## src/rtl/mmio_if.sv

```systemverilog
// mmio_if: CPU load/store port plus RAM/VRAM side signals of the MMIO hub.
interface mmio_if;
   logic        load;
   logic        store;
   logic [2:0]  access;
   logic [31:0] addr;
   logic [31:0] data_in;
   logic [31:0] data_out;
   logic [31:0] ram_rdata;
   logic        ram_we;
   logic        vram_we;
   logic [12:0] vram_waddr;
   logic [7:0]  vram_wdata;
   modport master (output load, store, access, addr, data_in, ram_rdata,
                   input data_out, ram_we, vram_we, vram_waddr, vram_wdata);
   modport slave (input load, store, access, addr, data_in, ram_rdata,
                  output data_out, ram_we, vram_we, vram_waddr, vram_wdata);
endinterface

```

## src/rtl/mmio_hub.sv

```systemverilog
// mmio_hub: MMIO decoder routing CPU accesses to RAM, VRAM, keyboard FIFO, timer and LEDs.
// Define MMIO_TIMER_IRQ_EN to build the timer compare register, status and interrupt.
module mmio_hub #(
   parameter int          KBD_DEPTH = 16,
   parameter int          LED_W     = 32,
   parameter int          TICK_DIV  = 50,
   parameter logic [31:0] VRAM_BASE = 32'hFBAD0000,
   parameter int          VRAM_SIZE = 4800
) (
   input  logic             clk,
   input  logic             rst_n,
   mmio_if.slave            bus,
   input  logic             kbd_valid,
   input  logic [7:0]       kbd_byte,
   output logic [LED_W-1:0] led_data,
   output logic             timer_irq
);
   localparam int AW = $clog2(KBD_DEPTH);
   localparam int CW = AW + 1;
   localparam int PW = $clog2(TICK_DIV + 1);
   logic          is_b, is_w, is_sb;
   logic          kbd_data_rd, kbd_stat_rd, cnt_rd, cnt_wr, led_wr, vram_hit;
   logic          cmp_rd, cmp_wr, tstat_rd, match;
   logic [31:0]   vram_off, cnt_ext;
   logic          empty, full, pop, push, ovf_set, tick;
   logic [7:0]    kbd_stat;
   logic [AW-1:0] wp_q, wp_d, rp_q, rp_d;
   logic [CW-1:0] count_q, count_d;
   logic          ovf_q, ovf_d;
   logic [PW-1:0] pre_q, pre_d;
   logic [31:0]   cnt_q, cnt_d, cmp_q;
   logic [LED_W-1:0] led_q, led_d;
   logic [7:0]    mem_q [KBD_DEPTH];
   assign is_b        = bus.access == 3'b000 || bus.access == 3'b100;
   assign is_w        = bus.access == 3'b010;
   assign is_sb       = bus.access == 3'b000;
   assign kbd_data_rd = bus.load & is_b & (bus.addr == 32'hFBADBEEF);
   assign kbd_stat_rd = bus.load & is_b & (bus.addr == 32'hFBADBEEE);
   assign cnt_rd      = bus.load & is_w & (bus.addr == 32'hFBADBEDF);
   assign cnt_wr      = bus.store & is_w & (bus.addr == 32'hFBADBEDF);
   assign led_wr      = bus.store & is_w & (bus.addr == 32'hFBADC0FE);
   assign vram_off    = bus.addr - VRAM_BASE;
   assign vram_hit    = bus.store & is_sb & (bus.addr >= VRAM_BASE) & (vram_off < 32'(VRAM_SIZE));
   assign bus.vram_we    = vram_hit;
   assign bus.vram_waddr = vram_off[12:0];
   assign bus.vram_wdata = bus.data_in[7:0];
   assign bus.ram_we     = bus.store & ~(cnt_wr | cmp_wr | led_wr | vram_hit);
   assign led_data       = led_q;
   // A pop only happens on a non-empty FIFO; a push into a full FIFO needs a same-cycle pop.
   assign empty   = count_q == '0;
   assign full    = count_q == CW'(KBD_DEPTH);
   assign pop     = kbd_data_rd & ~empty;
   assign push    = kbd_valid & (~full | pop);
   assign ovf_set = kbd_valid & full & ~pop;
   assign cnt_ext = 32'(count_q);
   assign kbd_stat = {(cnt_ext > 32'd63) ? 6'd63 : cnt_ext[5:0], ovf_q, ~empty};
   assign tick    = pre_q == PW'(TICK_DIV - 1);
   always_comb begin
      wp_d    = push ? wp_q + 1'b1 : wp_q;
      rp_d    = pop ? rp_q + 1'b1 : rp_q;
      count_d = count_q + CW'(push) - CW'(pop);
      ovf_d   = ovf_set | (ovf_q & ~kbd_stat_rd);
      pre_d   = (cnt_wr | tick) ? '0 : pre_q + 1'b1;
      cnt_d   = cnt_wr ? bus.data_in : tick ? cnt_q + 32'd1 : cnt_q;
      led_d   = led_wr ? bus.data_in[LED_W-1:0] : led_q;
   end
   always_comb begin
      bus.data_out = bus.ram_rdata;
      if (kbd_data_rd)   bus.data_out = {24'b0, empty ? 8'h00 : mem_q[rp_q]};
      else if (kbd_stat_rd) bus.data_out = {24'b0, kbd_stat};
      else if (cnt_rd)   bus.data_out = cnt_q;
      else if (cmp_rd)   bus.data_out = cmp_q;
      else if (tstat_rd) bus.data_out = {31'b0, match};
   end
   always_ff @(posedge clk or negedge rst_n) begin
      if (!rst_n) begin
         wp_q    <= '0;
         rp_q    <= '0;
         count_q <= '0;
         ovf_q   <= 1'b0;
         pre_q   <= '0;
         cnt_q   <= '0;
         led_q   <= '0;
      end else begin
         wp_q    <= wp_d;
         rp_q    <= rp_d;
         count_q <= count_d;
         ovf_q   <= ovf_d;
         pre_q   <= pre_d;
         cnt_q   <= cnt_d;
         led_q   <= led_d;
      end
   end
   always_ff @(posedge clk) if (push) mem_q[wp_q] <= kbd_byte;
`ifdef MMIO_TIMER_IRQ_EN
   logic [31:0] cmp_d;
   logic        match_q, match_d;
   assign cmp_rd   = bus.load & is_w & (bus.addr == 32'hFBADBED8);
   assign cmp_wr   = bus.store & is_w & (bus.addr == 32'hFBADBED8);
   assign tstat_rd = bus.load & is_w & (bus.addr == 32'hFBADBED4);
   assign match    = match_q;
   assign timer_irq = match_q;
   // A same-cycle match set wins over the clear-on-read.
   always_comb begin
      cmp_d   = cmp_wr ? bus.data_in : cmp_q;
      match_d = (~cnt_wr & tick & (cnt_q + 32'd1 == cmp_q)) | (match_q & ~tstat_rd);
   end
   always_ff @(posedge clk or negedge rst_n) begin
      if (!rst_n) begin
         cmp_q   <= 32'hFFFFFFFF;
         match_q <= 1'b0;
      end else begin
         cmp_q   <= cmp_d;
         match_q <= match_d;
      end
   end
`else
   assign cmp_rd    = 1'b0;
   assign cmp_wr    = 1'b0;
   assign tstat_rd  = 1'b0;
   assign match     = 1'b0;
   assign cmp_q     = 32'hFFFFFFFF;
   assign timer_irq = 1'b0;
`endif
endmodule

```

## src/flat_wrapper.sv

```systemverilog
// flat-port wrapper written by rule: the top's interface ports become plain ports
module mmio_hub_flat 
#(
   parameter int          KBD_DEPTH = 16,
   parameter int          LED_W     = 32,
   parameter int          TICK_DIV  = 50,
   parameter logic [31:0] VRAM_BASE = 32'hFBAD0000,
   parameter int          VRAM_SIZE = 4800
)
  (clk, rst_n, kbd_valid, kbd_byte, led_data, timer_irq, bus_load, bus_store, bus_access, bus_addr, bus_data_in, bus_ram_rdata, bus_data_out, bus_ram_we, bus_vram_we, bus_vram_waddr, bus_vram_wdata);
  mmio_if bus_i ();
  input  logic clk;
  input  logic rst_n;
  input  logic kbd_valid;
  input  logic [7:0] kbd_byte;
  output logic [LED_W-1:0] led_data;
  output logic timer_irq;
  input wire logic [$bits(bus_i.load)-1:0] bus_load;
  input wire logic [$bits(bus_i.store)-1:0] bus_store;
  input wire logic [$bits(bus_i.access)-1:0] bus_access;
  input wire logic [$bits(bus_i.addr)-1:0] bus_addr;
  input wire logic [$bits(bus_i.data_in)-1:0] bus_data_in;
  input wire logic [$bits(bus_i.ram_rdata)-1:0] bus_ram_rdata;
  output wire logic [$bits(bus_i.data_out)-1:0] bus_data_out;
  output wire logic [$bits(bus_i.ram_we)-1:0] bus_ram_we;
  output wire logic [$bits(bus_i.vram_we)-1:0] bus_vram_we;
  output wire logic [$bits(bus_i.vram_waddr)-1:0] bus_vram_waddr;
  output wire logic [$bits(bus_i.vram_wdata)-1:0] bus_vram_wdata;
  assign bus_i.load = bus_load;
  assign bus_i.store = bus_store;
  assign bus_i.access = bus_access;
  assign bus_i.addr = bus_addr;
  assign bus_i.data_in = bus_data_in;
  assign bus_i.ram_rdata = bus_ram_rdata;
  assign bus_data_out = bus_i.data_out;
  assign bus_ram_we = bus_i.ram_we;
  assign bus_vram_we = bus_i.vram_we;
  assign bus_vram_waddr = bus_i.vram_waddr;
  assign bus_vram_wdata = bus_i.vram_wdata;
  mmio_hub #(.KBD_DEPTH(KBD_DEPTH), .LED_W(LED_W), .TICK_DIV(TICK_DIV), .VRAM_BASE(VRAM_BASE), .VRAM_SIZE(VRAM_SIZE)) u_core (.clk(clk), .rst_n(rst_n), .bus(bus_i), .kbd_valid(kbd_valid), .kbd_byte(kbd_byte), .led_data(led_data), .timer_irq(timer_irq));
endmodule
```

## config.mk

```make
export PLATFORM = sky130hd
export DESIGN_NAME = mmio_hub_flat
export DESIGN_NICKNAME = d
export VERILOG_FILES = /design/src/rtl/mmio_if.sv /design/src/rtl/mmio_hub.sv /design/src/flat_wrapper.sv
export SDC_FILE = /design/constraint.sdc
export NUM_CORES = 1
export LEC_CHECK = 0
export BUFFER_PORTS_ARGS = -buffer_cell sky130_fd_sc_hd__buf_2
export CAP_MARGIN = 25
export CELL_PAD_IN_SITES_DETAIL_PLACEMENT = 0
export CELL_PAD_IN_SITES_GLOBAL_PLACEMENT = 2
export CORE_MARGIN = 2
export CORE_UTILIZATION = 34
export DETAILED_ROUTE_END_ITERATION = 12
export PLACE_DENSITY = 0.87
export SLEW_MARGIN = 20
export SYNTH_ARGS = -nofsm -noshare
export SYNTH_HDL_FRONTEND = slang
export SYNTH_SLANG_ARGS = --single-unit
```

## constraint.sdc

```tcl
create_clock -name clk -period 2.45 [get_ports clk]
set_input_delay 0.1225 -clock clk [delete_from_list [all_inputs] [get_ports clk]]
set_output_delay 0.1225 -clock clk [all_outputs]
set_load 0.005 [all_outputs]
```

==> results of run 1 <==
-- metrics by stage --
| stage | utilization (%) | worst slack, ps | setup TNS, ps | power (mW) |
|---|---|---|---|---|
| after global placement | 40.7 | -263 | -481 | 5.45 |
| after floorplan | - | -169 | -169 | 4.92 |
| after CTS | 45.7 | -79.8 | -392 | 9.20 |
| after global routing | 46.3 | -188 | -1230 | 9.56 |
| final | 46.3 | -101 | -451 | 9.18 |
| after detailed placement | 40.7 | -247 | -404 | 5.50 |
-- where the power goes --
group	switching [mW]	internal [mW]
Combinational	0.668	0.628
Sequential	0.134	4.11
Clock	1.41	2.23
Total	2.21	6.97
-- worst reg2reg max path, delay by kind of cell (launching register included) --
family / cells / cell delay, ps
compound gates: 1 / 80
flops: 1 / 400
xor+xnor: 1 / 160
buf+inv: 1 / 60
simple gates: 3 / 1420
fa+ha+maj: 1 / 120
-- Yosys cell counts (9+ instances only) --
library cell and n:
mux2_2 42, nor4_2 9, and3_1 24, mux4_2 32, nand2_1 35, ha_1 14, nor3_1 10, dfrtp_1 84
nor4_1 11, nand4_1 15, and4_1 11, edfxtp_1 128, buf_4 26, clkbuf_1 23, mux2i_1 34, inv_1 16
nand3_1 23, xnor2_1 38, nor2_1 77, a21oi_1 39
-- timing repair --
action | in CTS | in global routing
buffers inserted | 6 | 8
pin swaps | 2 | 9
hold endpoints to repair | 207 | 0
resized for setup | 22 | 18
hold buffers | 40 | 0
cloned | 4 | 4
setup endpoints to repair | 8 | 22
-- routing by layer --
| metal | vias up | track usage [%] |
|---|---|---|
| met5 | - | 0 |
| met4 | 0 | 3.72 |
| met3 | 34 | 1.97 |
| met2 | 196 | 29.6 |
| met1 | 3708 | 23.8 |
| li1 | 3465 | - |
-- layout make-up --
cell class	instances	area (sq um)
Clock buffer	30	663
Fill cell	2642	16000
Clock inverter	12	148
Multi-Input combinational cell	489	4150
Sequential cell	212	5950
Inverter	16	60.1
Tap cell	390	488
Timing Repair Buffer	318	2290
-- worst min path at each step --
stage,from,endpoint,cells after the start
finish,kbd_byte[4],u_core.mem_q[9][4],1
floorplan,rst_n,u_core.cnt_q[0],0
global placement,rst_n,u_core.led_data[29],1
detailed placement,rst_n,u_core.led_data[29],1
global route,kbd_byte[4],u_core.mem_q[9][4],1
CTS,kbd_byte[4],u_core.mem_q[9][4],1
-- flip-flops by register name, indices dropped and copies added, names as in the netlist --
| register | cells |
|---|---|
| u_core.led_data | 32 |
| u_core.ovf_q | 1 |
| u_core.rp_q | 4 |
| u_core.count_q | 5 |
| u_core.pre_q | 6 |
| u_core.wp_q | 4 |
| u_core.cnt_q | 32 |
| u_core.mem_q | 128 |
-- cell families (layout without fill, tap and decap cells) --
group / after synthesis / count (layout) / share of synthesized area, %
AO/OA/AOI/OAI: 68 / 68 / 4.14
adder cells (fa/ha/maj): 15 / 15 / 1.90
other: 1 / 1 / 0.0365
XOR/XNOR: 46 / 46 / 3.92
multiplexers: 108 / 108 / 14.9
AND/OR/NAND/NOR: 249 / 251 / 13.4
flip-flops: 212 / 212 / 57.8
buffers and inverters: 75 / 376 / 3.91
==> metrics.md, run 1 <==
| Metric | Value |
|---|---|
| CP Class | flip-flop to output pin |
| Seq/Total Area, Yosys | 57.8% |
| CTS tree | yes |
| FF-to-FF End | u_core.cnt_q[15] |
| Cells on worst reg2reg path | 7 |
| Crit. Startpoint | u_core.rp_q[1] |
| Post-route worst setup slack | -101 ps |
| Levels on crit path | 7 |
| Number of global-route vias before repair | between 7000 and 8000 |
| Worst vdd ir | 0.407 mV |
| CTS clk-pin slew, worst paths | 60 ps |
| Worst-margin pin slew | between 600 and 700 ps |
| CP startpoint kind | flip-flop |
| Via-to-Cell Ratio | 5.05 |
| CP max stage delay | 500 ps |
| Clk buf depth | 3 |
| Seq cells post-synth | 212 |
| Die Span Y | 178 microns |
| Met2 Wirelength | approximately 14000 microns |
| Core Rows | 63 |
| P per Cell Area | 668 nW/um^2 |
| Iteration count of the initial detailed-routing pass | 4 |
| Synth top area share | 37.4% |
| Critical Path RT | 2330 ps |
| Uppermost layer routed | met4 |
| Antenna Violating Nets Remaining | 0 |
| Met3 wire length | 1370 microns |
| IO Count | 200 |
| Clk sinks | ~210 |
| Max-slew headroom | 57.2% |
| Outcome | finished, violations left |
| Slew Limit Fails | 0 |
| Synth unique cells | 51 |
| CP top delay family | multiplexers |
| WHS | 22.4 ps |
| Core area | 29700 sq um |
| RR Startpoint | u_core.pre_q[1] |
| Cells after synthesis | 774 |
| Largest net degree at the start of global routing | 54 |
| DIE AREA | 31700 sq um |
| Cell taking the most area after synthesis | edfxtp_1 |
| Final Skew | 7.81 ps |
| Met1 wire length | 12700 microns |
| Post-synth ARST share | 39.6% |
| Critical path destination | bus_data_out[3] |
| Fmax | slightly below 400 MHz |
| Top cells by area, synth | edfxtp_1 (37%), dfrtp_1 (20%), mux4_2 (7.0%) |
| Ys flop type | edfxtp_1 |
| Most frequent cells in the layout | buf_2 (196), edfxtp_1 (128), dfrtp_1 (82), nor2_1 (77), buf_4 (59) |
| Cts bufs inserted | 23 |
| Slowest-stage cell, CP | mux4_2 |
| Final WL | 28500 microns |
| Via count | 7403 |
| DP Area | 12100 sq um |
| GRT Overall Usage | 17.3% |
| Synth Area per Inst | 13.3 sq um |
| CTS H-Tree Depth | 1 |
| Static Leakage | 5.96 nW |
| Clock root buffer | clkbuf_16 |
| Avg WL per Cell | 19.4 microns |
| Failing checks | setup timing |
| Initial Util | 34.6% |
| Synthesis-to-finish area growth | 33.7% |
| Commonest non-fill, non-tap cell in the layout | buf_2 |
| Final Cycle Share | 104% |
| Grt ovf | 0 |
| Worst hold path type | input port to flip-flop |
| Crit path DAT | around 2400 ps |
| Drt initial violations | 491 |
| Post-synth EDFFs | around 130 |
| DP Wirelength | 19300 microns |
| Post-route DRC | 0 |
| Die X-Extent | 178 microns |
| Antenna diode count | 0 |
| Hold Fails Final Rpt | 0 |
| Ys Warns | 0 |
| Crit. End Element | output pin |
| Unrepaired setup endpoints after global routing | yes |
| Initial antenna violation count | 0 |
| Clock Latency Late Sink | a little over 500 ps |
| Reg2reg setup slack | around 90 ps |
| Max Cap Violations | 0 |
| Buf+Inv Stages, Crit Path | 3 |
| Share of layout cells above drive strength 1 | 40.6% |
| I/O Buffers | 198 |
| Final setup fails | 6 |
| Placed cell count | 1365 |
| Final worst path period need | about 2600 ps |
| Syn Nets | 901 |
| Routability cong. | 0.811 |
| Final instance area | 13700 sq um |
| First-pass GRT wire length | 42100 microns |
| CP max FO | 7 |
| Crit path cell chain | buf_4 -> clkbuf_16 -> mux4_2 -> mux2_4 -> o2111ai_2 -> nand3_1 -> buf_2 |
| Fin cells | roughly 1500 |
| Nets | 1187 |
| Mapped Area | approximately 10000 sq um |
No activity file was read; power rests on OpenSTA's default activity.
==> run 2, diff against run 1 <==
REMOVE_ABC_BUFFERS = 1   (was unset)
==> metrics.md, run 2 (synthesized netlist as in run 1, its figures left out) <==
| Metric | Value |
|---|---|
| Outcome | finished, violations left |
| Failing checks | setup timing |
| Number of global-route vias before repair | 7444 (+0.51%) |
| Placed cell count | 1389 (+1.8%) |
| Via-to-Cell Ratio | 5.05 (about the same) |
| CTS tree | yes |
| Clock Latency Late Sink | 510 ps (about the same) |
| Total Power | 9.40 mW (+2.4%) |
| Largest net degree at the start of global routing | 54 (unchanged) |
| Core area | 29700 sq um (unchanged) |
| Nets | 1214 (+2.3%) |
| Number of flip-flops in the largest register | 128 (unchanged) |
| Share of layout cells above drive strength 1 | 41.3% (+0.69 points) |
| DIE AREA | 31700 sq um (unchanged) |
| Fillers | 2682 (+1.5%) |
| Register name with the most flops | u_core.mem_q |
| Via count | 7553 (+2.0%) |
| CP most frequent cell | buf_6 |
| CP max stage delay | 510 ps (about the same) |
| Final setup fails | 7 (+1) |
| Most frequent cells in the layout | buf_2 (195), edfxtp_1 (128), dfrtp_1 (80), buf_4 (79), nor2_1 (77) |
| Fin cells | 1496 (+2.0%) |
| Worst Hold End | u_core.mem_q[11][1] |
| CP max FO | 6 (-1) |
| First-pass GRT wire length | 43000 microns (+2.1%) |
| CP top delay family | multiplexers |
| Critical Path RT | 2330 ps (about the same) |
| Routability cong. | 0.795 (-2.0%) |
| Post-route DRC | 0 (unchanged) |
| Final worst path period need | 2570 ps (+18.7 ps) |
| Clk buf depth | 3 (unchanged) |
| Setup TNS | -463 ps (-12.0 ps) |
| I/O Buffers | 198 (unchanged) |
| Buf+Inv Stages, Crit Path | 3 (unchanged) |
| Worst slack at placement | -330 ps (-83.0 ps) |
| Synthesis-to-finish area growth | 36.8% |
| Clock root buffer | clkbuf_16 |
| Max-slew headroom | 62.0% (+4.8 points) |
| Crit path DAT | 2450 ps (+20 ps) |
| RR Startpoint | u_core.pre_q[1] |
| Final Skew | 11.5 ps (+3.69 ps) |
| Max Cap Violations | 0 (unchanged) |
| Worst hold path type | input port to flip-flop |
| Cts bufs inserted | 24 (+4.3%) |
| Hold Crit Start | kbd_byte[1] |
| Post-route worst setup slack | -120 ps (-18.7 ps) |
| Worst-margin pin slew | 565 ps (-75.5 ps) |
| FF-to-FF End | u_core.cnt_q[25] |
| Clk sinks | 212 (unchanged) |
| Initial antenna violation count | 1 (+1) |
| Slowest-stage cell, CP | mux4_2 |
| P per Cell Area | 668 nW/um^2 (about the same) |
| Avg WL per Cell | 19.5 microns (+0.42%) |
| Final Cycle Share | 105% (+0.76 points) |
| CP Class | flip-flop to output pin |
| Slew Limit Fails | 0 (unchanged) |
| CP startpoint kind | flip-flop |
| Core Rows | 63 (unchanged) |
| Grt ovf | 0 (unchanged) |
| Die X-Extent | 178 microns (unchanged) |
| Crit. End Element | output pin |
| IO Count | 200 (unchanged) |
| Reg2reg setup slack | 80 ps (about the same) |
| Die Span Y | 178 microns (unchanged) |
| Worst vdd ir | 0.487 mV (+20%) |
| Initial Util | 34.6% (unchanged) |
| CTS clk-pin slew, worst paths | 60 ps (about the same) |
| Unrepaired setup endpoints after global routing | yes |
| GRT Overall Usage | 17.8% (+0.46 points) |
| Commonest non-fill, non-tap cell in the layout | buf_2 |
| Antenna Violating Nets Remaining | 0 (unchanged) |
| Hold Path Cell Cnt | 1 (unchanged) |
| Hold Fails Final Rpt | 0 (unchanged) |
| CTS H-Tree Depth | 1 (unchanged) |
| Post-layout util | 47.3% (+1.1 points) |
| Cells on worst reg2reg path | 8 (+1) |
| Final WL | 29200 microns (+2.4%) |
| Fmax | 389 MHz (-0.73%) |
| Iteration count of the initial detailed-routing pass | 5 (+1) |
| DP Wirelength | 19900 microns (+3.2%) |
| Drt initial violations | 543 (+11%) |
| Static Leakage | 6.11 nW (+2.5%) |
| Crit path cell chain | buf_6 -> buf_12 -> mux4_2 -> mux2_4 -> o2111ai_4 -> nand3_2 -> buf_6 |
run 2: repair_timing:
action / 4_1_cts / 5_1_grt
hold buffers: 39 / 0
buffers inserted: 12 / 5
resized for setup: 22 / 28
endpoints found under the hold margin: 189 / 0
gates cloned: 5 / 3
endpoints found under the setup margin: 9 / 18
pin swaps: 10 / 15
run 2: power breakdown:
group	leakage, nW	internal, mW	total (mW)	switching [mW]
clock	0.403	2.32	3.74	1.42
combinational	3.57	0.694	1.43	0.737
sequential	2.13	4.11	4.22	0.115
total	6.11	7.12	9.40	2.27
run 2: stage by stage:
step / hold WS, ps / area (sq um)
2_1_floorplan: -173 / 9940
5_1_grt: 12.1 / 14100
4_1_cts: 2.50 / 13900
3_3_place_gp: 144 / 12300
3_5_place_dp: 146 / 12300
6_report: 1.44 / 14100
run 2: cell type report:
| cell class | count | area [sq um] | share of cell area [%] |
|---|---|---|---|
| sequential | 212 | 5950 | 42.3 |
| inverter | 16 | 60.1 | 0.427 |
| clock buffer | 36 | 708 | 5.04 |
| timing repair buffer | 344 | 2570 | 18.3 |
| tap | 390 | 488 | 3.47 |
| antenna | 1 | 2.50 | 0.0178 |
| multi-input combinational | 489 | 4150 | 29.5 |
| clock inverter | 8 | 128 | 0.907 |
run 2: per-layer routing:
| metal | vias to the layer above | part of all wire [%] | GRT usage, % | wire length [microns] |
|---|---|---|---|---|
| met4 | 0 | 1.9 | 4.85 | 545 |
| met1 | 3791 | 44 | 24.2 | 12700 |
| li1 | 3519 | - | - | - |
| met2 | 206 | 49 | 29.9 | 14400 |
| met5 | - | 0 | 0 | 0 |
| met3 | 37 | 5.3 | 2.44 | 1540 |
run 2: worst max-delay path by stage:
stage | startpoint | end | cells after the start | slack (ps)
after floorplan | bus_addr[13] | u_core.led_data[0] | 4 | -2420
after global placement | bus_addr[26] | u_core.count_q[4] | 13 | -290
after detailed placement | bus_addr[26] | u_core.count_q[4] | 13 | -330
after CTS | u_core.rp_q[1] | bus_data_out[3] | 7 | -110
after global routing | u_core.rp_q[1] | bus_data_out[3] | 7 | -180
final | u_core.rp_q[1] | bus_data_out[3] | 7 | -120
